**config.mk**
```make
export PLATFORM = sky130hd
export DESIGN_NAME = key_encoder_8_3
export DESIGN_NICKNAME = d
export VERILOG_FILES = /design/src/rtl/key_encoder_pkg.sv /design/src/rtl/key_debounce.sv /design/src/rtl/key_encoder_8_3.sv
export SDC_FILE = /design/constraint.sdc
export NUM_CORES = 1
export LEC_CHECK = 0
export BUFFER_PORTS_ARGS = -buffer_cell sky130_fd_sc_hd__buf_2
export CORE_ASPECT_RATIO = 1.2
export CORE_MARGIN = 8
export CORE_UTILIZATION = 45
export CTS_CLUSTER_SIZE = 24
export DETAILED_ROUTE_END_ITERATION = 7
export SLEW_MARGIN = 5
export SYNTH_ARGS = -nofsm -noshare
export SYNTH_HDL_FRONTEND = slang
export SYNTH_SLANG_ARGS = --single-unit
```
**constraint.sdc**
```tcl
create_clock -name clk -period 8.4 [get_ports clk]
set_input_delay 1.68 -clock clk [delete_from_list [all_inputs] [get_ports clk]]
set_output_delay 1.68 -clock clk [all_outputs]
set_load 0.05 [all_outputs]
```
**src/rtl/key_encoder_pkg.sv**
```systemverilog
// Shared constants, FSM state type and priority encoder for the 8-to-3 key encoder.
package key_encoder_pkg;

    localparam int KEY_NUM = 8;
    localparam int CODE_W  = 3;

    typedef enum logic [0:0] {
        IDLE = 1'b0,
        HELD = 1'b1
    } state_t;

    // Highest set index wins; all-zero input encodes to 0.
    function automatic logic [CODE_W-1:0] prio_enc(input logic [KEY_NUM-1:0] keys);
        prio_enc = '0;
        for (int i = 0; i < KEY_NUM; i++) begin
            if (keys[i]) prio_enc = CODE_W'(i);
        end
    endfunction

endpackage

```
**src/rtl/key_debounce.sv**
```systemverilog
// One key: 2-flop synchronizer, stability counter and debounced level flop.
// A level change is accepted after DB_CYCLES consecutive differing synchronized samples.
module key_debounce #(
    parameter int DB_CYCLES = 1000000
) (
    input  logic clk,
    input  logic rst,
    input  logic sw,
    output logic key
);

    localparam int CNT_W = $clog2(DB_CYCLES + 1);
    localparam logic [CNT_W-1:0] CNT_LAST = CNT_W'(DB_CYCLES - 1);

    logic             sync1;
    logic             sync2;
    logic [CNT_W-1:0] cnt;

    // Toggling on the increment that would reach DB_CYCLES keeps key and clear in one cycle.
    always_ff @(posedge clk or posedge rst) begin
        if (rst) begin
            sync1 <= 1'b0;
            sync2 <= 1'b0;
            cnt   <= '0;
            key   <= 1'b0;
        end else begin
            sync1 <= sw;
            sync2 <= sync1;
            if (sync2 == key) begin
                cnt <= '0;
            end else if (cnt == CNT_LAST) begin
                key <= sync2;
                cnt <= '0;
            end else begin
                cnt <= cnt + 1'b1;
            end
        end
    end

endmodule

```
**src/rtl/key_encoder_8_3.sv**
```systemverilog
// Debounced 8-key priority encoder with press strobe; optional MULTI output
// enabled by macro KEY_ENCODER_MULTI_ERR_EN.
module key_encoder_8_3
    import key_encoder_pkg::*;
#(
    parameter int DB_CYCLES = 1000000
) (
    input  logic                clk,
    input  logic                rst,
    input  logic [KEY_NUM-1:0]  SW,
    output logic [CODE_W-1:0]   CODE,
    output logic                STROBE,
    output logic                ANY_KEY,
    output logic [KEY_NUM-1:0]  KEYS
`ifdef KEY_ENCODER_MULTI_ERR_EN
    ,
    output logic                MULTI
`endif
);

    logic [KEY_NUM-1:0] keys_d;
    logic               press;
    state_t             state;
    state_t             state_nxt;

    for (genvar i = 0; i < KEY_NUM; i++) begin : g_key
        key_debounce #(
            .DB_CYCLES (DB_CYCLES)
        ) u_db (
            .clk (clk),
            .rst (rst),
            .sw  (SW[i]),
            .key (KEYS[i])
        );
    end

    // Any rising debounced key in this cycle is one press, however many rose together.
    assign press = |(KEYS & ~keys_d);

    always_comb begin
        state_nxt = state;
        case (state)
            IDLE:    if (press)        state_nxt = HELD;
            HELD:    if (KEYS == '0)   state_nxt = IDLE;
            default:                   state_nxt = IDLE;
        endcase
    end

    always_ff @(posedge clk or posedge rst) begin
        if (rst) begin
            keys_d <= '0;
            STROBE <= 1'b0;
            CODE   <= '0;
            state  <= IDLE;
        end else begin
            keys_d <= KEYS;
            STROBE <= press;
            state  <= state_nxt;
            if (press) CODE <= prio_enc(KEYS);
        end
    end

    assign ANY_KEY = (state == HELD);

`ifdef KEY_ENCODER_MULTI_ERR_EN
    // Clearing the lowest set bit leaves something only when two or more bits are set.
    always_ff @(posedge clk or posedge rst) begin
        if (rst) begin
            MULTI <= 1'b0;
        end else begin
            MULTI <= |(KEYS & (KEYS - KEY_NUM'(1)));
        end
    end
`endif

endmodule

```
Word-level counts from Yosys, hierarchy flattened
Cells that the tools add are included.
{"block": "word_totals", "register_bits": 197, "input_bits": 10, "out_inout_bits": 13, "wordCells": 107}
{"block": "op_classes", "add_sub_neg": 8, "n_eq_ne": 16, "n_mux": 26, "bitwise_logic": 11, "reduce_logical": 10}
{"operator": "20-bit two-way mux", "n": 16}
{"operator": "20-bit by 1-bit adder with 20-bit output (second input constant)", "n": 8}
{"operator": "20-bit == test (second input constant)", "n": 8}
{"operator": "3-bit two-way mux", "n": 6}
{"operator": "2-bit AND reduction", "n": 8}
{"operator": "1-bit inverter", "n": 9}
{"operator": "8-bit AND", "n": 1}
{"operator": "1-bit == test", "n": 8}
{"operator": "8-bit logical NOT", "n": 1}
{"operator": "8-bit inverter", "n": 1}
{"operator": "8-bit OR reduction", "n": 1}
{"operator": "1-bit two-way mux", "n": 3}
{"operator": "1-bit case mux with 2 select lines", "n": 1}

Logic depth before layout (Yosys ltp)
{"block": "logic_depth", "depth_word": 7, "ltp_mapped": 6, "mapped_depth_nobuf": 5}

By module
Synthesis repeated with hierarchy kept, for this count alone.
{"block": "unflattened", "hier_cells": 913, "area_unflattened_um2": 9449.1}
{"module": "key_debounce", "instances": 8, "cells_per_inst": 109, "area_per_inst_um2": 1118.6}
{"module": "key_encoder_8_3", "instances": 1, "cells_per_inst": 41, "area_per_inst_um2": 500.5}

Least setup slack after synthesis
Ideal clock, no wire load.
{"block": "synth_path", "path_type": "reg2out", "from": "register g_key[2].u_db.key", "to": "output KEYS[2]", "arrival_time_ps": 626, "path_slack_ps": 6094, "stages_incl_launch_ff": 2, "cell_sequence": "dfrtp_1 buf_4"}
{"item": "start, declared", "line": "key_debounce.sv:9", "text": "output logic key"}
{"item": "start signal, assigned", "line": "key_debounce.sv:32", "text": "key <= sync2;"}
{"item": "end, declared", "line": "key_encoder_8_3.sv:14", "text": "output logic [KEY_NUM-1:0] KEYS"}
No word-level cell between the ends.

Worst setup path in the final report
{"block": "layout_path", "from": "register g_key[4].u_db.key", "to": "output KEYS[4]"}
{"item": "start, declared", "line": "key_debounce.sv:9"}
{"item": "start signal, assigned", "line": "key_debounce.sv:32"}
No word-level cell between the ends.

==> metrics.md <==
| Metric | Value |
|---|---|
| Worst slew pin tran | `1.006 ns` |
| Largest delay share family, worst path | `flip-flops` |
| Pwr Density | `187.5 nW/µm²` |
| Post-Syn Nets | `937` |
| Top-Level Pins | `23` |
| DRT Wirelength | `17.07 mm` |
| Top cells by area, synth | `dfrtp_1 53%, xnor2_1 6.8%, nor2_1 5.1%, xor2_1 3.7%, nand3_1 3.2%` |
| First-pass GRT wire length | `31.08 mm` |
| Starting DRT DRC Count | `286` |
| Congestion Overflow GR | `0` |
| Antenna viol nets, final | `0` |
| Max clock buf depth | `2` |
| Largest net degree at the start of global routing | `117` |
| Inserted Diodes | `0` |
| Post-CTS sizing | `0` |
| Port-buffer cells | `22` |
| Slowest stage delay, CP | `0.52 ns` |
| Layout area overhead | `10.59%` |
| Setup violators final | `0` |
| Ratio of cells with drive above 1 in the final layout | `9.349%` |
| Clk Latency, worst-skew pair | `0.43 ns` |
| Synth warn | `0` |
| WP data arrival | `1.27 ns` |
| Fill count | `1864` |
| Worst-path fanout max | `7` |
| CTS Hold Bufs | `0` |
| CP Cell Sequence | `buf_2` |
| Required time worst endpoint | `6.72 ns` |
| Core ar. | `20330 µm²` |
| Final slew viol count | `0` |
| Final Wtd Congestion | `0.7674` |
| Critical Path Source Type | `flop` |
| Syn avg cell area | `10.17 µm²` |
| Main synth FF type | `dfrtp_1` |
| DR pass1 iterations | `7` |
| Die X | `147.6 µm` |
| Routed len/inst | `14.03 µm` |
| Die height | `173.9 µm` |
| Storage element area | `4930 µm²` |
| CP max stage cell | `dfrtp_1` |
| Async SR Flop Fraction | `100.0%` |
| Highest Clock Rate | `338.7 MHz` |
| Synthesized instance count | `919` |
| Starting Density | `45.98%` |
| Fin Setup TNS | `0 ns` |
| Tmin final | `2.953 ns` |
| Clk root buf | `clkbuf_16` |
| Number of max-cap violations | `0` |
| Outcome | `finished, final reports clean` |
| Synth cell types | `47` |
| Sink Count | `197` |
| CTS buffer count | `17` |
| RSZ-0062 raised after global routing | `no` |
| DR vias | `6537` |
| DRC | `0` |
| Clk slew on worst S/H paths | `0.07 ns` |
| P_leak | `4.135 nW` |
| Sequential-to-total area share from yosys stat | `52.75%` |
| Vias in the first global route | `6547` |
| Worst Path Buf+Inv | `1` |
| Tot GR Track Use | `14.25%` |
| Layout Nets | `957` |
| Antenna violations before repair | `0` |
| Area occupied by multi-input gates | `4106 µm²` |
| # rows | `57` |
| Via density | `5.371` |
| Seq cells post-synth | `197` |
| Top-count cell post-synth | `dfrtp_1` |
| Most frequent cells after synthesis | `197 x dfrtp_1, 126 x nor2_1, 73 x xnor2_1, 59 x nand3_1, 48 x nand2_1` |
| CP Capture Type | `output port` |
| Maximum vdd drop | `0.0001347 V` |
| Relative slew slack | `32.91%` |
| CTS tree | `done` |
| Clock skew | `0.009185 ns` |
| Mapped Area | `9345 µm²` |
| Post-CTS Setup Bufs | `0` |
| # H-tree levels | `4` |
| Die area | `25650 µm²` |
| EDFF count, synth | `0` |
| Worst Path Class, Setup | `flop to output port` |
| Synth area leader | `dfrtp_1` |
| Final hold vios | `0` |
| Period utilization | `35.15%` |
| Hold WS | `0.3482 ns` |
| DP Wirelength | `11.32 mm` |
| Share of the synthesized area in the top cell type | `52.75%` |
| Min-Delay Path Class | `flop to flop` |
## sequential cells by signal, summed over array words and instances, names as in the netlist
register	flops
keys_d	8
STROBE	1
CODE	3
g_key.u_db.sync2	8
g_key.u_db.cnt	160
g_key.u_db.sync1	8
g_key.u_db.key	8
ANY_KEY	1
## layout make-up
| class | instances | area share, % |
|---|---|---|
| Clock inverter | 13 | 2.216 |
| Sequential cell | 197 | 47.70 |
| Multi-Input combinational cell | 655 | 39.73 |
| Inverter | 42 | 1.598 |
| Tap cell | 265 | 3.208 |
| Clock buffer | 19 | 4.189 |
| Timing Repair Buffer | 26 | 1.356 |
## per-layer routing
layer,part of all wire [%],vias up,global-route usage (%)
li1,-,3279,-
met3,2.7,18,2.821
met1,51,3178,19.60
met4,1.3,0,4.513
met5,0,-,0
met2,45,62,22.13
## layout by cell type (no fill, tap or decap), drive strengths merged, types with 2 or more instances in the layout
master / synthesis / routed
dfrtp: 197 / 197
nor2: 126 / 126
xnor2: 73 / 73
nand3: 59 / 59
nand2: 49 / 49
inv: 42 / 43
xor2: 40 / 40
a21oi: 40 / 40
nor4: 35 / 35
nand4: 34 / 34
nor3: 27 / 27
or3: 27 / 27
buf: 20 / 26
o31ai: 24 / 24
o21ai: 21 / 21
or4: 20 / 20
clkbuf: 5 / 19
and3: 13 / 13
and2: 10 / 10
mux2: 9 / 9
ha: 8 / 8
nor4b: 7 / 7
and4: 6 / 6
bufinv: 0 / 6
or2: 4 / 4
o22ai: 4 / 4
clkinvlp: 0 / 4
or4b: 4 / 4
nand3b: 3 / 3
a31o: 2 / 2
mux2i: 2 / 2
clkinv: 0 / 2
## metrics by stage
stage	cell area (µm²)	power (mW)	util [%]	worst slack [ns]	cells
after detailed placement	9673	1.049	47.59	4.872	1185
after global routing	10330	2.017	50.85	5.106	1217
after global placement	9673	1.048	47.59	4.855	1185
after floorplan	9345	1.031	-	1.351	919
final	10330	1.938	50.85	5.447	1217
after CTS	10330	1.969	50.85	5.332	1217
## cell families (layout without fill, tap and decap cells)
| logic type | Yosys count | in the layout | synth area share [%] |
|---|---|---|---|
| simple gates | 428 | 428 | 24.03 |
| fa+ha+maj | 8 | 8 | 1.071 |
| mux | 11 | 11 | 1.299 |
| xor+xnor | 113 | 113 | 10.59 |
| buf+inv | 67 | 100 | 3.307 |
| flops | 197 | 197 | 52.75 |
| compound gates | 95 | 95 | 6.949 |
## report_power, final
part           switching, mW  internal (mW)
Combinational         0.0400         0.0145
Sequential            0.0122          0.961
Clock                  0.351          0.559
## final timing paths
path                                               to  cells past startpoint  slack (ns)            startpoint
worst max-delay path                          KEYS[4]                      1        5.45     g_key[4].u_db.key
worst min-delay path              g_key[6].u_db.sync2                      0        0.35   g_key[6].u_db.sync1
worst max register to register  g_key[1].u_db.cnt[15]                      5        6.13  g_key[1].u_db.cnt[0]
worst min register to register    g_key[6].u_db.sync2                      0        0.35   g_key[6].u_db.sync1
max in group asynchronous        g_key[1].u_db.cnt[1]                      3        5.46                   rst
min in group asynchronous       g_key[5].u_db.cnt[16]                      2        1.42                   rst
(Power assumes the default switching activity.)
